**config.mk**
```make
export PLATFORM = sky130hd
export DESIGN_NAME = hpdcache_stream_demux
export DESIGN_NICKNAME = d
export VERILOG_FILES = /design/src/rtl/hpdcache_stream_demux_pkg.sv /design/src/rtl/hpdcache_demux_fifo.sv /design/src/rtl/hpdcache_stream_demux.sv
export SDC_FILE = /design/constraint.sdc
export NUM_CORES = 1
export LEC_CHECK = 0
export ABC_AREA = 1
export CAP_MARGIN = 20
export CORE_ASPECT_RATIO = 0.75
export CORE_MARGIN = 2
export CORE_UTILIZATION = 45
export CTS_CLUSTER_SIZE = 28
export DETAILED_ROUTE_END_ITERATION = 8
export PLACE_DENSITY_LB_ADDON = 0.15
export SLEW_MARGIN = 20
export SYNTH_ARGS = -nofsm -noshare
export SYNTH_HDL_FRONTEND = slang
export SYNTH_SLANG_ARGS = --single-unit
```
**constraint.sdc**
```tcl
create_clock -name clk_i -period 21.8 [get_ports clk_i]
set_input_delay 3.27 -clock clk_i [delete_from_list [all_inputs] [get_ports clk_i]]
set_output_delay 3.27 -clock clk_i [all_outputs]
set_load 0.1 [all_outputs]
```
**src/rtl/hpdcache_stream_demux_pkg.sv**
```systemverilog
// Shared types and the selection decoder for the stream demultiplexer.
package hpdcache_stream_demux_pkg;

  typedef enum logic [0:0] {StIdle, StLocked} lock_state_e;

  localparam int unsigned SelMaxWidth = 32;

  typedef struct packed {
    logic [7:0] idx;
    logic       legal;
  } sel_dec_t;

  // Decodes a zero-extended selection into a channel index and a legality flag.
  function automatic sel_dec_t sel_decode(input logic [SelMaxWidth-1:0] sel,
                                          input bit one_hot, input int unsigned nout);
    sel_dec_t    res;
    int unsigned ones;
    res  = '0;
    ones = 0;
    if (one_hot) begin
      for (int unsigned i = 0; i < SelMaxWidth; i++) begin
        if (sel[i]) begin
          ones++;
          res.idx = 8'(i);
        end
      end
      res.legal = (ones == 1) && (32'(res.idx) < nout);
    end else begin
      res.idx   = sel[7:0];
      res.legal = (sel < nout);
    end
    return res;
  endfunction

endpackage

```
**src/rtl/hpdcache_demux_fifo.sv**
```systemverilog
// Registered synchronous FIFO; read data comes straight from the storage registers.
module hpdcache_demux_fifo #(
  parameter int unsigned DEPTH = 2,
  parameter int unsigned WIDTH = 33
) (
  input  logic             clk_i,
  input  logic             rst_i,
  input  logic             push_i,
  input  logic             pop_i,
  input  logic [WIDTH-1:0] wdata_i,
  output logic [WIDTH-1:0] rdata_o,
  output logic             full_o,
  output logic             empty_o
);

  localparam int unsigned PtrW = (DEPTH > 1) ? $clog2(DEPTH) : 1;
  localparam int unsigned CntW = $clog2(DEPTH + 1);

  logic [WIDTH-1:0] mem_q [DEPTH];
  logic [PtrW-1:0]  wptr_q, wptr_d, rptr_q, rptr_d;
  logic [CntW-1:0]  cnt_q, cnt_d;
  logic             do_push, do_pop;

  function automatic logic [PtrW-1:0] ptr_inc(input logic [PtrW-1:0] p);
    return (p == PtrW'(DEPTH - 1)) ? '0 : p + 1'b1;
  endfunction

  assign full_o  = (cnt_q == CntW'(DEPTH));
  assign empty_o = (cnt_q == '0);
  assign do_push = push_i && !full_o;
  assign do_pop  = pop_i && !empty_o;
  assign rdata_o = mem_q[rptr_q];

  always_comb begin
    wptr_d = do_push ? ptr_inc(wptr_q) : wptr_q;
    rptr_d = do_pop ? ptr_inc(rptr_q) : rptr_q;
    cnt_d  = cnt_q;
    if (do_push && !do_pop) begin
      cnt_d = cnt_q + 1'b1;
    end else if (!do_push && do_pop) begin
      cnt_d = cnt_q - 1'b1;
    end
  end

  always_ff @(posedge clk_i or posedge rst_i) begin
    if (rst_i) begin
      wptr_q <= '0;
      rptr_q <= '0;
      cnt_q  <= '0;
      for (int i = 0; i < int'(DEPTH); i++) begin
        mem_q[i] <= '0;
      end
    end else begin
      wptr_q <= wptr_d;
      rptr_q <= rptr_d;
      cnt_q  <= cnt_d;
      if (do_push) begin
        mem_q[wptr_q] <= wdata_i;
      end
    end
  end

endmodule

```
**src/rtl/hpdcache_stream_demux.sv**
```systemverilog
// Valid/ready stream demultiplexer with per-channel output FIFOs and optional burst lock.
module hpdcache_stream_demux
  import hpdcache_stream_demux_pkg::*;
#(
  parameter int unsigned NOUTPUT     = 4,
  parameter int unsigned DATA_WIDTH  = 32,
  parameter bit          ONE_HOT_SEL = 1'b0,
  parameter int unsigned FIFO_DEPTH  = 2,
  parameter bit          BURST_LOCK  = 1'b1,
  localparam int unsigned SEL_WIDTH  = ONE_HOT_SEL ? NOUTPUT : $clog2(NOUTPUT)
) (
  input  logic                                clk_i,
  input  logic                                rst_i,
  input  logic                                in_valid_i,
  output logic                                in_ready_o,
  input  logic [DATA_WIDTH-1:0]               in_data_i,
  input  logic                                in_last_i,
  input  logic [SEL_WIDTH-1:0]                in_sel_i,
  output logic [NOUTPUT-1:0]                  out_valid_o,
  input  logic [NOUTPUT-1:0]                  out_ready_i,
  output logic [NOUTPUT-1:0][DATA_WIDTH-1:0]  out_data_o,
  output logic [NOUTPUT-1:0]                  out_last_o,
  output logic                                sel_err_o
);

  localparam int unsigned IdxW = $clog2(NOUTPUT);

  logic [SelMaxWidth-1:0]            sel_ext;
  sel_dec_t                          dec;
  lock_state_e                       state_q, state_d;
  logic [IdxW-1:0]                   lock_idx_q, lock_idx_d;
  logic [7:0]                        tgt;
  logic                              legal, tgt_full, accept, sel_err_q;
  logic [NOUTPUT-1:0]                full, empty, push, pop;
  logic [NOUTPUT-1:0][DATA_WIDTH:0]  rdata;

  assign sel_ext = SelMaxWidth'(in_sel_i);

  always_comb begin
    dec      = sel_decode(sel_ext, ONE_HOT_SEL, NOUTPUT);
    legal    = (state_q == StLocked) || dec.legal;
    tgt      = (state_q == StLocked) ? 8'(lock_idx_q) : dec.idx;
    tgt_full = 1'b0;
    for (int unsigned i = 0; i < NOUTPUT; i++) begin
      if (legal && (tgt == 8'(i))) begin
        tgt_full = full[i];
      end
    end
    // Illegal beats are always accepted so they can be dropped.
    in_ready_o = !tgt_full;
    accept     = in_valid_i && in_ready_o;
    for (int unsigned i = 0; i < NOUTPUT; i++) begin
      push[i] = accept && legal && (tgt == 8'(i));
    end
  end

  always_comb begin
    state_d    = state_q;
    lock_idx_d = lock_idx_q;
    unique case (state_q)
      StIdle: begin
        if (accept && dec.legal && !in_last_i) begin
          state_d    = StLocked;
          lock_idx_d = tgt[IdxW-1:0];
        end
      end
      StLocked: begin
        if (accept && in_last_i) begin
          state_d = StIdle;
        end
      end
      default: state_d = StIdle;
    endcase
    if (!BURST_LOCK) begin
      state_d = StIdle;
    end
  end

  always_ff @(posedge clk_i or posedge rst_i) begin
    if (rst_i) begin
      state_q    <= StIdle;
      lock_idx_q <= '0;
      sel_err_q  <= 1'b0;
    end else begin
      state_q    <= state_d;
      lock_idx_q <= lock_idx_d;
      sel_err_q  <= accept && !legal;
    end
  end

  assign sel_err_o   = sel_err_q;
  assign out_valid_o = ~empty;
  assign pop         = out_valid_o & out_ready_i;

  for (genvar i = 0; i < NOUTPUT; i++) begin : g_fifo
    hpdcache_demux_fifo #(
      .DEPTH(FIFO_DEPTH),
      .WIDTH(DATA_WIDTH + 1)
    ) u_fifo (
      .clk_i  (clk_i),
      .rst_i  (rst_i),
      .push_i (push[i]),
      .pop_i  (pop[i]),
      .wdata_i({in_last_i, in_data_i}),
      .rdata_o(rdata[i]),
      .full_o (full[i]),
      .empty_o(empty[i])
    );
    assign out_last_o[i] = rdata[i][DATA_WIDTH];
    assign out_data_o[i] = rdata[i][DATA_WIDTH-1:0];
  end

endmodule

```
Yosys cells after proc, flatten, opt, wreduce, memory -nomap -nowiden
Index checks and enable logic that the tools add are counted.
- flip-flop bits (word level): 284
- input bits: 42
- output and inout bits: 138
- logic and storage cells: 182
- $add $sub $neg: 16
- magnitude comparators: 13
- equal/unequal tests: 7
- mux-type cells: 48
- bitwise operators: 11
- reductions and logical operators: 64
- operators by type and width (kind ; count):
    $mux W33 ; 16
    $bwmux W66 ; 4
    $demux W33 S1 ; 4
    $logic_and A1 B1 Y1 ; 34
    $logic_not A1 Y1 ; 19
    $mux W2 ; 9
    $ge A2 B2 Y1 const B ; 8
    $not A1 Y2 ; 8
    $mux W1 ; 14
    $eq A2 B2 Y1 const B ; 6
    $add A1 B1 Y1 const B ; 8
    $add A2 B1 Y2 const B ; 4
    $logic_not A2 Y1 ; 4
    $logic_not A8 Y1 ; 1
    $lt A2 B1 Y1 const B ; 4
    $reduce_bool A2 Y1 ; 4
    $sub A2 B1 Y2 const B ; 4
    $and A4 B4 Y4 ; 1
    $not A4 Y4 ; 1
    $lt A2 B3 Y1 const B ; 1
    $eq A2 B1 Y1 const B ; 1
    $pmux W1 S2 ; 1
    $reduce_and A2 Y1 ; 1
    $logic_or A1 B1 Y1 ; 1
    $not A1 Y1 ; 1

Logic depth before layout (Yosys ltp)
Gate-level depths: netlist of run 1.
- depth after elaboration: 16
- gate-level depth with buffers: 13
- depth with buffers taken out: 12

Modules after synthesis
A second synthesis of run 1 with hierarchy kept.
- cells, all modules: 1779
- area, all modules: 13829.5 um^2
- by module, submodules not included (module ; times used ; cells an instance ; area each (um^2) ; sequential area each (um^2)):
    hpdcache_demux_fifo ; 4 ; 430 ; 3374.5 ; 1751.7
    hpdcache_stream_demux ; 1 ; 59 ; 331.6 ; 75.1

Least setup slack after synthesis of run 1
Ideal clock, no wire load.
- path kind: input-to-output
- start: input in_sel_i[0]
- end: output in_ready_o
- arrival: 4.117 ns
- required time: 18.530 ns
- slack: 14.413 ns
- stages: 5
- path buffers: 0
- cell sequence: nand2_1 nand2_2 nand3_1 nand3_2 nor2_8
- cells in the longest elaborated chain, start to end: 8
- elaborated cells on any way between the ends: 16
- those cells by class: order compare: 1; eq/ne: 3; mux: 5; reduce/logical: 7
- ends and longest elaborated chain (item ; line ; source):
    start: declaration ; hpdcache_stream_demux.sv:18 ; input logic [SEL_WIDTH-1:0] in_sel_i,
    $lt A2 B3 Y1 / $mux W2 (equally long branches) ; hpdcache_stream_demux_pkg.sv:30, hpdcache_stream_demux.sv:42 ;
    $logic_or A1 B1 Y1 / $logic_not A8 Y1 (equally long branches) ; hpdcache_stream_demux.sv:41, hpdcache_stream_demux.sv:45 ;
    $logic_and A1 B1 Y1 ; hpdcache_stream_demux.sv:45 ; if (legal && (tgt == 8'(i))) begin
    $mux W1 (3 in series) ; hpdcache_stream_demux.sv:45 ;
    $mux W1 (*) ; hpdcache_stream_demux.sv:45 ;
    $logic_not A1 Y1 (*) ; hpdcache_stream_demux.sv:50 ; in_ready_o = !tgt_full;
    end: declaration ; hpdcache_stream_demux.sv:15 ; output logic in_ready_o,
Mark *: on every way between the ends. The rest lies on a longest branch, timed or not.

Worst setup path after layout of run 1
- start: input in_sel_i[1]
- end: output in_ready_o
The elaborated chain is that of the path after synthesis.

==> impl_metrics.yaml, run 1 <==
clock_tree:
  root_buffer: "clkbuf_16"
  cts_setup_buffers: 0
  clock-sinks: 283
  numCtsBuffers: 30
  cts_max_level: 1
  cts_tree: "yes"
  clock_latency_ns: 0.56
  path_clk_slew_ns: 0.06
  cts.path.max_buffers: 3
  ctsResizeCount: 0
  postCtsHoldBufs: 0
timing:
  hold_viol: 0
  min_period_over_period_pct: 41.19
  min_period_ns: 8.979
  clock_skew_ns: 0.01054
  max_freq_mhz: 111.4
  worst_slew_pin_slew_ns: 1.142
  slew_violations: 0
  tns_ns: 0
  setup_viol: 0
  maxSlewHeadroom_pct: 23.86
  grt_setup_unrepaired: "false"
worst_setup_path:
  required_ns: 18.53
  crit_type: "in2out"
  end_kind: "output port"
  startpoint_type: "input port"
  crit_arrival_ns: 5.71
  cp_max_fo: 8
routing:
  via_per_inst: 5.333
  drt-total-wl_um: 39510
  drtIter0Drc: 972
  ant_nets: 0
  drcViolationCount: 0
  first_pass_iters: 8
  wire_per_inst_um: 17.97
  num_vias: 11720
outcome:
  status: "complete, no violations"
global_route:
  grt_pass1_vias: 11200
  antenna_found_initial: 0
  grt.total_usage_pct: 25.57
  overflow: 0
  grt_max_degree: 180
  grt_pass1_wl_um: 63840
final_layout:
  drive_above_1_share_pct: 4.540
  fillers: 2687
  multiInputGateArea_mm2: 0.005425
  num_antenna_cells: 0
  nets: 1832
  area.growth.synth_to_final_pct: 20.90
  ff_latch_area_mm2: 0.007082
logic_synthesis:
  synth_edf_count: 0
  postSynthCellCount: 1682
  avgSynthCellArea_um2: 7.945
  synth_area_mm2: 0.01336
  synth_top_cells_by_count: "nand2_1, dfrtp_1, nand4_1"
  synth_warnings: 0
  synth.most_common_cell: "nand2_1"
  syn-num-nets: 1728
  ys_seq_area_share_pct: 53.00
  synth_cell_types: 24
  synth_top_area_cell: "dfrtp_1"
  synth_area_leaders: "dfrtp_1, nand2_1, nand4_1"
  synth-async-reset-ratio_pct: 100.0
  yosys_register_bits: 283
  synth_ff_type: "dfrtp_1"
  yosysTopAreaCellShare_pct: 53.00
die:
  die_y_um: 153.2
  coreArea_mm2: 0.02912
  die_w_um: 203.0
  initial_core_util_pct: 45.89
  io_pins: 180
  row_count: 54
  die_area_mm2: 0.03110
job:
  maxCapViolCount: 0
place:
  dp_hpwl_um: 24040
  io_buffers: 178
  place.gp.congestion: 0.7931
worst_hold_path:
  min_path_type: "reg2reg"
## cell usage in the layout, fill, tap and decap left out, types with 5 or more instances in the layout
| master | synthesis | routed |
|---|---|---|
| clkbuf_16 | 0 | 31 |
| clkinv_2 | 0 | 5 |
| nand4_4 | 6 | 6 |
| nand2_1 | 895 | 894 |
| nand4_1 | 202 | 202 |
| clkdlybuf4s50_1 | 0 | 178 |
| nor2_1 | 5 | 5 |
| clkbuf_1 | 64 | 10 |
| o21ai_0 | 71 | 71 |
| buf_4 | 18 | 17 |
| dfrtp_1 | 283 | 283 |
| xor2_1 | 8 | 8 |
| clkbuf_8 | 0 | 5 |
| clkinv_1 | 7 | 5 |
| inv_1 | 52 | 51 |
## flip-flops by register name, summed over array words and instances (netlist names), named ones only
register              count
g_fifo.u_fifo.wptr_q      4
g_fifo.u_fifo.mem_q     264
g_fifo.u_fifo.rptr_q      4
lock_idx_q                2
g_fifo.u_fifo.cnt_q       8
## cell families after synthesis
logic type	after synthesis	synth area share, %
simple gates	1121	36.40
flops	283	53.00
buf+inv	186	6.611
compound gates	75	2.809
xor+xnor	12	0.7865
fa+ha+maj	4	0.3745
other cells	1	0.02806
## critical path, stage by stage
cell and delay, ns:
clkdlybuf4s50_1 0.49, inv_1 0.05, nand2_1 0.05, nand2_1 0.11, nand3_1 0.14, nand3_2 0.13, nor2_8 0.26, clkdlybuf4s50_1 1.20
## metal layers
layer / global-route usage (%) / wire length (um) / vias up
li1: - / - / 5639
met1: 38.14 / 18300 / 5669
met2: 39.48 / 18070 / 352
met5: 0 / 0 / -
met3: 3.667 / 2241 / 63
met4: 6.048 / 895 / 0
## through the flow
stage / worst slack, ns / utilization (%) / hold WS (ns) / cells / cell area [um^2]
3_5_place_dp: 12.81 / 52.14 / 0.4657 / 2145 / 15180
3_3_place_gp: 12.84 / 52.04 / 0.4621 / 2144 / 15150
4_1_cts: 12.81 / 55.37 / 0.4823 / 2197 / 16120
2_1_floorplan: 10.72 / - / 0.4493 / 1682 / 13360
6_report: 12.82 / 55.48 / 0.4792 / 2198 / 16160
5_1_grt: 12.73 / 55.48 / 0.4908 / 2198 / 16160
## worst paths after layout
kind	from	end	slack [ns]	cells past startpoint
max	in_sel_i[1]	in_ready_o	12.82	8
min	g_fifo[1].u_fifo.mem_q[7]$_DFFE_PP0P_	g_fifo[1].u_fifo.mem_q[7]$_DFFE_PP0P_	0.48	2
max reg2reg	flip-flop	g_fifo[2].u_fifo.cnt_q[1]$_DFFE_PP0P_	18.41	14
min reg2reg	g_fifo[1].u_fifo.mem_q[7]$_DFFE_PP0P_	g_fifo[1].u_fifo.mem_q[7]$_DFFE_PP0P_	0.48	2
max in group asynchronous	rst_i	g_fifo[1].u_fifo.mem_q[2]$_DFFE_PP0P_	17.03	3
min in group asynchronous	rst_i	g_fifo[3].u_fifo.mem_q[46]$_DFFE_PP0P_	3.24	2
## layout make-up
type / count / area share [%]
inverters: 60 / 1.448
flip-flops and latches: 283 / 43.84
clock inverters: 6 / 0.3563
repair buffers: 198 / 12.28
multi-input cells: 1213 / 33.58
clock buffers: 46 / 5.460
well taps: 392 / 3.036
Power of run 1 is not shown: default switching activity piles up to over one toggle a cycle in this logic, so the estimate is an artifact.
==> inputs of run 2 (changes only) <==
==> constraint.sdc (replaced) <==
create_clock -name clk_i -period 8.3 [get_ports clk_i]
set_input_delay 1.245 -clock clk_i [delete_from_list [all_inputs] [get_ports clk_i]]
set_output_delay 1.245 -clock clk_i [all_outputs]
set_load 0.1 [all_outputs]
==> impl_metrics.yaml, run 2 (same netlist as run 1, synthesis figures left out) <==
outcome:
  status: "complete, no violations"
routing:
  first_pass_iters: 5
  drt-total-wl_um: 39230
  ant_nets: 0
  via_per_inst: 5.329
  wire_per_inst_um: 17.81
  num_vias: 11740
  drtIter0Drc: 959
  drcViolationCount: 0
timing:
  max_freq_mhz: 202.5
  timing.final.ws_setup_ns: 3.362
  tns_ns: 0
  clock_skew_ns: 0.008268
  setup_viol: 0
  min_period_ns: 4.938
  slew_violations: 0
  grt_setup_unrepaired: "false"
  worst_slew_pin_slew_ns: 1.059
  min_period_over_period_pct: 59.50
  maxSlewHeadroom_pct: 29.17
  hold_viol: 0
die:
  row_count: 54
  die_area_mm2: 0.03110
  die_w_um: 203.0
  io_pins: 180
  die_y_um: 153.2
  coreArea_mm2: 0.02912
  initial_core_util_pct: 45.89
clock_tree:
  postCtsHoldBufs: 0
  path_clk_slew_ns: 0.06
  cts_tree: "yes"
  clock_latency_ns: 0.55
  ctsResizeCount: 0
  cts_max_level: 1
  cts.path.max_buffers: 3
  clock-sinks: 283
  numCtsBuffers: 30
  root_buffer: "clkbuf_16"
  cts_setup_buffers: 0
job:
  maxCapViolCount: 0
final_layout:
  final_cells: 2202
  layout_commonest_cell: "nand2_1"
  area.growth.synth_to_final_pct: 21.32
  largest_reg_flops: 264
  largest-register: "g_fifo.u_fifo.mem_q"
  num_antenna_cells: 0
  nets: 1833
  final_cell_mix: "nand2_1, dfrtp_1, nand4_1"
  top_regs: "g_fifo.u_fifo.mem_q x264, g_fifo.u_fifo.cnt_q x8"
  drive_above_1_share_pct: 5.083
global_route:
  grt_max_degree: 161
  overflow: 0
  grt_pass1_vias: 11250
  antenna_found_initial: 1
  grt.total_usage_pct: 25.57
  grt_pass1_wl_um: 63690
worst_setup_path:
  required_ns: 7.05
  startpoint_type: "input port"
  crit_type: "in2out"
  crit_arrival_ns: 3.69
  cp_max_fo: 8
  end_kind: "output port"
place:
  place.gp.congestion: 0.7989
  dp_worst_setup_slack_ns: 3.355
  dp_cells: 2145
  dp_hpwl_um: 23750
  io_buffers: 178
worst_hold_path:
  min_path_type: "reg2reg"
## run 2: final timing paths
check | endpoint | cells past startpoint | slack [ns] | from
worst max-delay path | in_ready_o | 8 | 3.36 | in_sel_i[1]
worst min-delay path | g_fifo[0].u_fifo.mem_q[14]$_DFFE_PP0P_ | 2 | 0.48 | g_fifo[0].u_fifo.mem_q[14]$_DFFE_PP0P_
worst max register to register | g_fifo[2].u_fifo.cnt_q[1]$_DFFE_PP0P_ | 13 | 5.31 | flip-flop
worst min register to register | g_fifo[0].u_fifo.mem_q[14]$_DFFE_PP0P_ | 2 | 0.48 | g_fifo[0].u_fifo.mem_q[14]$_DFFE_PP0P_
max in group asynchronous | g_fifo[0].u_fifo.mem_q[24]$_DFFE_PP0P_ | 4 | 5.75 | rst_i
min in group asynchronous | g_fifo[1].u_fifo.mem_q[41]$_DFFE_PP0P_ | 3 | 1.24 | rst_i
## run 2: cell type report
class | count | area, um^2
clock buffer | 47 | 945.9
clock inverter | 8 | 43.79
fill | 2697 | 12910
inverter | 60 | 230.2
multi-input combinational | 1213 | 5428
sequential | 283 | 7082
tap | 392 | 490.5
timing repair buffer | 199 | 1992
## run 2: per-layer routing
metal	vias to the layer above	part of all wire, %	track usage (%)
li1	5640	-	-
met1	5698	47	38.29
met2	353	46	39.95
met3	44	5.8	3.539
met4	0	1.9	5.005
met5	-	0	0
## run 2: critical path, stage by stage
cell             delay [ns]
clkdlybuf4s50_1        0.49
inv_1                  0.05
nand2_1                0.06
nand2_1                0.10
nand3_1                0.14
nand3_2                0.14
nor2_8                 0.27
clkdlybuf4s50_1        1.20
## run 2: stage by stage
step | cell area [um^2] | util [%] | hold WS (ns)
3_3_place_gp | 15160 | 52.05 | 0.4623
2_1_floorplan | 13370 | - | 0.4493
4_1_cts | 16150 | 55.46 | 0.4824
5_1_grt | 16210 | 55.67 | 0.4938
3_5_place_dp | 15160 | 52.06 | 0.4658
6_report | 16210 | 55.67 | 0.4771
Power of run 2 is left out for the same reason.
